<file path="src/rtl/prng_range_sampler.sv">
// Rejection sampler fed by an external 128-bit LFSR: shifts OUT_W fresh bits per
// candidate, masks to the next power of two above limit-1, and queues accepted values.
module prng_range_sampler #(
    parameter int OUT_W = 16,
    parameter int DEPTH = 4
) (
    input  logic             clk,
    input  logic             rst,
    input  logic             enable,
    input  logic [OUT_W-1:0] limit,
    input  logic [127:0]     lfsr_q,
    output logic             lfsr_ce,
    output logic [OUT_W-1:0] out_data,
    output logic             out_valid,
    input  logic             out_ready,
    output logic [15:0]      reject_cnt,
    output logic             busy
);

    localparam int PTR_W = $clog2(DEPTH);
    localparam int CNT_W = $clog2(DEPTH + 1);
    localparam int SC_W  = (OUT_W > 1) ? $clog2(OUT_W) : 1;

    typedef enum logic [1:0] {
        IDLE  = 2'd0,
        SHIFT = 2'd1,
        EVAL  = 2'd2
    } state_t;

    // Ones up to and including the MSB of lim-1; zero limit means full range.
    function automatic logic [OUT_W-1:0] range_mask(input logic [OUT_W-1:0] lim);
        logic [OUT_W-1:0] m;
        if (lim == '0) begin
            m = '1;
        end else begin
            m = lim - OUT_W'(1);
            for (int i = 0; i < OUT_W; i++) begin
                m = m | (m >> 1);
            end
        end
        return m;
    endfunction

    function automatic logic [15:0] sat_inc(input logic [15:0] v);
        return (v == 16'hFFFF) ? v : v + 16'd1;
    endfunction

    state_t           state_q, state_d;
    logic [SC_W-1:0]  shift_cnt_q, shift_cnt_d;
    logic [OUT_W-1:0] lim_q, lim_d;

    logic [OUT_W-1:0] cand_p0;
    logic             accept_p0;
    logic             vld_p0;
    logic             pop;

    logic [OUT_W-1:0] mem [DEPTH];
    logic [PTR_W-1:0] wr_ptr, rd_ptr;
    logic [CNT_W-1:0] fifo_cnt;
    logic [CNT_W-1:0] post_cnt;
    logic             has_room;

    logic [15:0]      rej_cnt;
    logic             unused_lfsr_hi;

    assign unused_lfsr_hi = ^lfsr_q[127:OUT_W];

    // Stage p0: candidate evaluation, valid only in EVAL
    assign cand_p0   = lfsr_q[OUT_W-1:0] & range_mask(lim_q);
    assign accept_p0 = (lim_q == '0) || (cand_p0 < lim_q);
    assign vld_p0    = (state_q == EVAL) && accept_p0;

    assign pop      = out_valid && out_ready;
    assign has_room = (fifo_cnt < CNT_W'(DEPTH));
    assign post_cnt = fifo_cnt + CNT_W'(1) - CNT_W'(pop);

    always_comb begin
        state_d     = state_q;
        shift_cnt_d = shift_cnt_q;
        lim_d       = lim_q;
        lfsr_ce     = 1'b0;
        case (state_q)
            IDLE: begin
                if (enable && has_room) begin
                    lim_d       = limit;
                    shift_cnt_d = '0;
                    state_d     = SHIFT;
                end
            end
            SHIFT: begin
                lfsr_ce = 1'b1;
                if (shift_cnt_q == SC_W'(OUT_W - 1)) begin
                    state_d = EVAL;
                end else begin
                    shift_cnt_d = shift_cnt_q + SC_W'(1);
                end
            end
            EVAL: begin
                shift_cnt_d = '0;
                if (accept_p0) begin
                    if (enable && (post_cnt < CNT_W'(DEPTH))) begin
                        lim_d   = limit;
                        state_d = SHIFT;
                    end else begin
                        state_d = IDLE;
                    end
                end else begin
                    // A started sample always runs to an accept, keeping its limit
                    state_d = SHIFT;
                end
            end
            default: state_d = IDLE;
        endcase
    end

    always_ff @(posedge clk or posedge rst) begin
        if (rst) begin
            state_q     <= IDLE;
            shift_cnt_q <= '0;
            lim_q       <= '0;
        end else begin
            state_q     <= state_d;
            shift_cnt_q <= shift_cnt_d;
            lim_q       <= lim_d;
        end
    end

    always_ff @(posedge clk or posedge rst) begin
        if (rst) begin
            rej_cnt <= 16'd0;
        end else if ((state_q == EVAL) && !accept_p0) begin
            rej_cnt <= sat_inc(rej_cnt);
        end
    end

    // Stage p1: FIFO write of accepted candidate
    always_ff @(posedge clk or posedge rst) begin
        if (rst) begin
            wr_ptr   <= '0;
            rd_ptr   <= '0;
            fifo_cnt <= '0;
        end else begin
            if (vld_p0) begin
                wr_ptr <= wr_ptr + PTR_W'(1);
            end
            if (pop) begin
                rd_ptr <= rd_ptr + PTR_W'(1);
            end
            case ({vld_p0, pop})
                2'b10:   fifo_cnt <= fifo_cnt + CNT_W'(1);
                2'b01:   fifo_cnt <= fifo_cnt - CNT_W'(1);
                default: fifo_cnt <= fifo_cnt;
            endcase
        end
    end

    always_ff @(posedge clk) begin
        if (vld_p0) begin
            mem[wr_ptr] <= cand_p0;
        end
    end

    assign out_valid  = (fifo_cnt != '0);
    assign out_data   = out_valid ? mem[rd_ptr] : '0;
    assign reject_cnt = rej_cnt;
    assign busy       = (state_q != IDLE);

endmodule
</file>
<file path="config.mk">
export PLATFORM = sky130hd
export DESIGN_NAME = prng_range_sampler
export DESIGN_NICKNAME = d
export VERILOG_FILES = /design/src/rtl/prng_range_sampler.sv
export SDC_FILE = /design/constraint.sdc
export NUM_CORES = 1
export LEC_CHECK = 0
export ABC_AREA = 1
export ABC_CLOCK_PERIOD_IN_PS = 4400
export BUFFER_PORTS_ARGS = -buffer_cell sky130_fd_sc_hd__buf_2
export CORE_UTILIZATION = 40
export DETAILED_ROUTE_END_ITERATION = 8
export PLACE_DENSITY = 0.67
export SLEW_MARGIN = 0
export SYNTH_ARGS = -nofsm -noshare
export SYNTH_HDL_FRONTEND = slang
export SYNTH_SLANG_ARGS = --single-unit
</file>
<file path="constraint.sdc">
create_clock -name clk -period 4.4 [get_ports clk]
set_clock_uncertainty 0.1 [all_clocks]
set_input_delay 0.88 -clock clk [delete_from_list [all_inputs] [get_ports clk]]
set_output_delay 0.88 -clock clk [all_outputs]
set_load 0.1 [all_outputs]
</file>
==> Yosys cells after proc, flatten, opt, wreduce, memory -nomap -nowiden <==
Memories as Yosys holds them, arrays and structs flattened.
Cells that the tools add are included.
{ "word_totals": {"memories": 1, "ramBits": 64, "regBits": 45, "input_bits": 148} }
{ "memory_table": {"columns": ["memory", "depth", "width", "read_ports", "rd_ports_with_merged_regs", "wr", "line_no", "source"], "rows": [
  ["mem", 4, 16, 1, 0, 1, "57", "logic [OUT_W-1:0] mem [DEPTH];"]
]} }
{ "classes": {"magnitude_cmp": 3, "addsub": 8, "bitwise": 18, "n_mux": 18, "n_eq_ne": 11, "n_reduce_logical": 18} }
{ "ops": {"columns": ["operator", "n"], "rows": [
  ["16-bit by 15-bit OR with 16-bit output", 16],
  ["16-bit 2-to-1 mux", 5],
  ["16-bit case mux with 2 select lines", 1],
  ["16-bit by 1-bit adder with 16-bit output (second input constant)", 1],
  ["16-bit bitwise AND", 1],
  ["16-bit equality test (second input constant)", 1],
  ["16-bit zero test", 1],
  ["16-bit < comparator", 1],
  ["16-bit by 1-bit subtractor with 16-bit output (second input constant)", 1],
  ["4-bit case mux with 3 select lines", 1],
  ["4-bit 2-to-1 mux", 2],
  ["2-bit inequality test (second input constant)", 4],
  ["3-bit < comparator (second input constant)", 2],
  ["2-bit 2-to-1 mux", 3],
  ["2-bit case mux with 3 select lines", 1],
  ["3-bit case mux with 2 select lines", 1],
  ["2-bit nonzero test", 3],
  ["3-bit nonzero test", 2],
  ["1-bit logical AND", 5],
  ["2-bit by 1-bit adder with 2-bit output (second input constant)", 2],
  ["4-bit by 1-bit adder with 4-bit output (second input constant)", 1],
  ["2-bit by 1-bit equality test with 1-bit output (second input constant)", 2],
  ["2-bit equality test (second input constant)", 2],
  ["4-bit equality test (second input constant)", 1],
  ["12 further kinds", 16]
]} }

==> Logic depth before layout (Yosys ltp) <==
{ "logic_depth": {"word_depth": 24, "ltp_mapped": 32, "ltp_nobuf": 32} }

==> Worst setup path before layout <==
Ideal clock, no wire load.
{ "synth_timing": {"kind": "reg-to-reg", "from": "register lim_q[0]", "to": "memory mem[0][0] (enable)", "t_required_ps": 3911, "path_stages_with_launch": 30, "arrival_ps": 3795, "path_slack_ps": 117, "path_cell_list": "dfrtp_1 inv_1 ha_1 nand2_1 nor2_4 nand2_1 nand2_1 nand2_1 nor2_2 nand2_1 nor2_2 nand2_1 nor2_1 inv_1 nor4_1 nand2_1 nand2_1 inv_1 ha_1 nand2_1 nand2_1 nand2_1 nand2_1 nand2_1 nand2_1 nand2_2 nand2_4 nand2_1 nand2_2 nor2_1"} }
{ "synth_between": {"elab_chain_cells": 24, "elab_cells_between_ends": 25, "classes_between": "add/sub (1); order compare (1); mux (3); bitwise (17); reduce/logical (3)"} }
{ "synth_rtl": {"columns": ["element", "line_no", "source"], "rows": [
  ["start: declaration", "50", "logic [OUT_W-1:0] lim_q, lim_d;"],
  ["start signal: assignment", "124", "lim_q <= lim_d;"],
  ["16-bit by 1-bit subtractor with 16-bit output", "36", "m = lim - OUT_W'(1);"],
  ["16-bit by 15-bit OR with 16-bit output (16 in series)", "38", "m = m | (m >> 1);"],
  ["16-bit 2-to-1 mux *", "33", "if (lim == '0) begin"],
  ["16-bit bitwise AND *", "69", "assign cand_p0 = lfsr_q[OUT_W-1:0] & range_mask(lim_q);"],
  ["net cand_p0[1]", "52", "logic [OUT_W-1:0] cand_p0;"],
  ["16-bit < comparator *", "70", "assign accept_p0 = (lim_q == '0) || (cand_p0 < lim_q);"],
  ["1-bit logical OR *", "70", null],
  ["1-bit logical AND *", "71", "assign vld_p0 = (state_q == EVAL) && accept_p0;"],
  ["1-bit 2-to-1 mux *", "158", "if (vld_p0) begin"],
  ["1-bit 2-to-1 mux (implied by the code) *", "159", "mem[wr_ptr] <= cand_p0;"],
  ["end: declaration", "57", null]
]} }
The timed path passes the listed nets; every way through them passes the cells marked *.

==> Worst setup path in the final report <==
{ "layout_timing": {"from": "register lim_q[2]", "to": "register fifo_cnt[2]"} }
{ "layout_between": {"elab_chain_cells": 24, "elab_cells_between_ends": 27, "classes_between": "add/sub (1); order compare (1); eq/ne (2); mux (2); bitwise (17); reduce/logical (4)"} }
{ "layout_rtl": {"columns": ["element", "line_no", "source"], "rows": [
  ["16-bit by 1-bit subtractor with 16-bit output", "36", null],
  ["16-bit by 15-bit OR with 16-bit output (16 in series)", "38", null],
  ["16-bit 2-to-1 mux *", "33", null],
  ["16-bit bitwise AND *", "69", null],
  ["net cand_p0[1]", "52", null],
  ["16-bit < comparator *", "70", null],
  ["1-bit logical OR *", "70", null],
  ["1-bit logical AND *", "71", null],
  ["2-bit by 1-bit equality test with 1-bit output or 2-bit equality test (tied branches)", "149", "case ({vld_p0, pop})"],
  ["3-bit case mux with 2 select lines or 2-bit nonzero test (tied branches)", null, null],
  ["end signal: assignment", "150", "2'b10: fifo_cnt <= fifo_cnt + CNT_W'(1);"],
  ["end signal: assignment", "151", "2'b01: fifo_cnt <= fifo_cnt - CNT_W'(1);"],
  ["end signal: assignment", "152", "default: fifo_cnt <= fifo_cnt;"],
  ["end: declaration", "59", "logic [CNT_W-1:0] fifo_cnt;"]
]} }
Marked as above.
A chain may end at the register's enable or synchronous reset.

==> metrics.csv <==
stage,metric,value,unit
global_route,first_global_vias,4687,
route,wl_per_cell,13.92,um
clocking,cts_hold_buf,0,
route,drt-pass1-iter-count,6,
worst_setup_path,cpMaxStageDelayCell,dfrtp_2,
floorplan,dieWidth,125.0,um
sta,finalCritPeriodShare,94.20,%
worst_setup_path,path_max_fanout,6,
sta,slew_viol_final,0,
worst_setup_path,cp_top_family,simple AND/OR/NAND/NOR gates,
synthesis,yosysWarnings,0,
floorplan,io_pins,183,
outcome,failed_checks,design-rule violations,
flow_run,cap_violations,0,
global_route,grt_usage,18.66,%
floorplan,start_util,41.30,%
outcome,status,"complete, but fails checks",
synthesis,synth-edff-count,64,
route,wl,14010,um
clocking,cts_sinks,109,
power_and_ir_drop,worst_ir_drop_vdd,285.7,uV
floorplan,die_area,0.01562,mm^2
sta,min_period,4.145,ns
route,routed-wl-met3,594,um
route,num_vias,5006,
power_and_ir_drop,p_leak,3.346,nW
min_path,hold_start,state_q[1],
final_layout,layout-drive-gt1-share,22.38,%
synthesis,synthFlopType,edfxtp_1,
global_route,grt_max_degree,46,
sta,finalHoldViolCount,0,
worst_setup_path,reg2reg_to,fifo_cnt[2],
worst_setup_path,endpoint_kind,flip-flop,
clocking,clk_latency,0.37,ns
floorplan,die_h,125.0,um
route,met1Wirelength,6572,um
sta,slew_headroom,36.20,%
clocking,cts_tree,built,
clocking,cts_made_buffers,9,
worst_setup_path,reg2regPathDepth,32,
sta,max_freq,0.2413,GHz
route,wl_met2,6592,um
synthesis,syn_nets,892,
worst_setup_path,r2r-start,lim_q[2],
place,hpwl,9744,um
place,place_area,0.006754,mm^2
sta,worst_slew_pin_slew,0.9557,ns
final_layout,final_cell_area,0.007316,mm^2
worst_setup_path,r2r_setup_slack,0.26,ns
power_and_ir_drop,power,0.005096,W
final_layout,finalCoreUtilization,49.96,%
global_route,grt-ovfl-total,0,
worst_setup_path,worst_setup_path_start_kind,flip-flop,
min_path,worst_hold_path.num_cells,1,
worst_setup_path,worstPathRequired,4.55,ns
final_layout,diodes,0,
synthesis,synth_cell_types,36,
sta,setup_viol,0,
route,top_layer,met4,
route,drc,10,
clocking,htreeDepth,3,
synthesis,syn-cell-area,0.006048,mm^2
floorplan,placementRows,44,
global_route,grt_pass1_wl,22800,um
worst_setup_path,path_buf_inv,3,
power_and_ir_drop,powerDensity,696.6,mW/mm^2
final_layout,final-seq-area,0.003055,mm^2
synthesis,syn_avg_cell_area,8.436,um^2
worst_setup_path,cp_slowest_stage_delay,0.46,ns
clocking,cts_root_buf,clkbuf_16,
synthesis,synth_seq_cells,109,
route,drt-initial-drc-count,265,
route,viasPerCell,4.976,
final_layout,multi_input_area,0.002759,mm^2
floorplan,fp.coreArea,0.01464,mm^2
final_layout,nets,992,
clocking,clk_pin_slew_worst_paths,0.08,ns
final_layout,num-fill-cells,1404,
min_path,hold_class,reg -> reg,
place,gp_congestion,0.9653,
worst_setup_path,path_class,reg -> reg,
synthesis,seq_area_frac_synth,50.39,%
route,ant_nets,0,
worst_setup_path,crit_path_frequent_cell,nand2_1,
synthesis,netlist_instances,717,
min_path,min_to,state_q[1],
worst_setup_path,crit_arrival,4.30,ns
place,numPortBuffers,70,
synthesis,async_reset_ff_share,41.28,%
global_route,antenna_found_initial,0,
clocking,clock_path_buffers,2,
final_layout,area_growth,20.96,%
[worst register-to-register path, delay by kind of cell, from the launching register on]
family,cells,cell delay [ns]
AO/OA/AOI/OAI,1,0.04
adder cells (fa/ha/maj),2,0.42
multiplexers,1,0.32
buffers and inverters,3,0.30
flip-flops,1,0.46
AND/OR/NAND/NOR,25,2.40
[cell usage after synthesis (2+ instances only)]
cell type / count / area share (%)
nor2_2: 7 / 0.72
clkbuf_1: 14 / 0.87
xor2_1: 17 / 2.5
nand3_1: 39 / 3.2
inv_1: 80 / 5.0
ha_1: 27 / 5.6
a21oi_1: 27 / 2.2
inv_2: 2 / 0.12
nand2_4: 2 / 0.37
nand2_1: 162 / 10
o21ai_0: 39 / 3.2
and2_1: 2 / 0.21
nor2_4: 2 / 0.37
buf_4: 2 / 0.25
nand2_2: 4 / 0.41
nor2_1: 121 / 7.5
nor3_1: 10 / 0.83
a211oi_1: 2 / 0.25
xnor2_1: 6 / 0.87
nor4_1: 6 / 0.62
nand4_1: 24 / 2.5
edfxtp_1: 64 / 32
dfrtp_1: 45 / 19
[routing by layer]
| metal | vias up | global-route usage (%) |
|---|---|---|
| met2 | 101 | 30.10 |
| met1 | 2328 | 24.69 |
| met3 | 19 | 4.621 |
| met5 | - | 0 |
| met4 | 0 | 5.954 |
| li1 | 2558 | - |
[metrics by stage]
step / TNS, ns / instances / hold slack [ns] / setup WS, ns
finish: 0 / 1006 / 0.4046 / 0.2554
global placement: -0.04058 / 977 / 0.3786 / -0.04058
global route: -0.3665 / 1006 / 0.4382 / -0.04570
CTS: 0 / 993 / 0.3984 / 0.03661
floorplan: 0 / 717 / 0.3484 / 0.1167
detailed placement: -0.04438 / 977 / 0.3872 / -0.04438
[layout make-up]
cell class / count / area share, %
Clock buffer: 9 / 3.079
Clock inverter: 7 / 1.060
Inverter: 82 / 4.207
Multi-Input combinational cell: 507 / 37.71
Sequential cell: 109 / 41.76
Tap cell: 184 / 3.147
Timing Repair Buffer: 108 / 9.030
[state kept, by name (all words and copies together), names as in the netlist]
signal / cells
mem: 64
fifo_cnt: 3
reject_cnt: 16
wr_ptr: 2
rd_ptr: 2
shift_cnt_q: 4
lim_q: 16
state_q: 2
[worst max-delay path by stage]
stage	startpoint	to	depth (start not counted)
floorplan	lim_q[0]	mem[0][0]	29
global placement	lim_q[1]	fifo_cnt[2]	33
detailed placement	lim_q[1]	fifo_cnt[2]	33
CTS	lim_q[1]	fifo_cnt[2]	33
global route	lim_q[1]	fifo_cnt[2]	33
finish	lim_q[2]	fifo_cnt[2]	32
[placed cells by master, fill, tap and decap left out, drive strengths merged]
cell type and count:
a21boi 1, nand2 168, o31ai 1, clkinv 4, a211oi 2, nor4 6, nand3 41, and2 2
o31a 1, nor2 130, nor3 10, nand4 25, a31oi 1, mux2 1, edfxtp 64, and3 1
xor2 17, clkbuf 9, dfrtp 45, inv 85, a21oi 27, xnor2 6, o21ai 39, ha 27
buf 108, o221a 1
[logic make-up (layout without fill, tap and decap cells)]
group / Yosys count / count (layout) / share of synthesized area (%)
AND/OR/NAND/NOR: 383 / 383 / 27.58
flip-flops: 109 / 109 / 50.39
buffers and inverters: 101 / 206 / 6.537
AO/OA/AOI/OAI: 73 / 73 / 6.392
adder cells (fa/ha/maj): 27 / 27 / 5.585
XOR/XNOR: 23 / 23 / 3.331
multiplexers: 1 / 1 / 0.1862
[where the power goes]
group | switching (W) | total (W) | internal, W
clock | 0.000421 | 0.000825 | 0.000404
sequential | 0.000216 | 0.00145 | 0.00124
combinational | 0.00207 | 0.00282 | 0.000746
total | 0.00271 | 0.00510 | 0.00239
[timing repair]
| item | 4_1_cts | 5_1_grt |
|---|---|---|
| pin swaps | 0 | 16 |
| endpoints found under the setup margin | 1 | 99 |
| resized for setup | 2 | 49 |
| setup buffers | 0 | 13 |
Note: power is estimated with default switching activity, not from simulation.
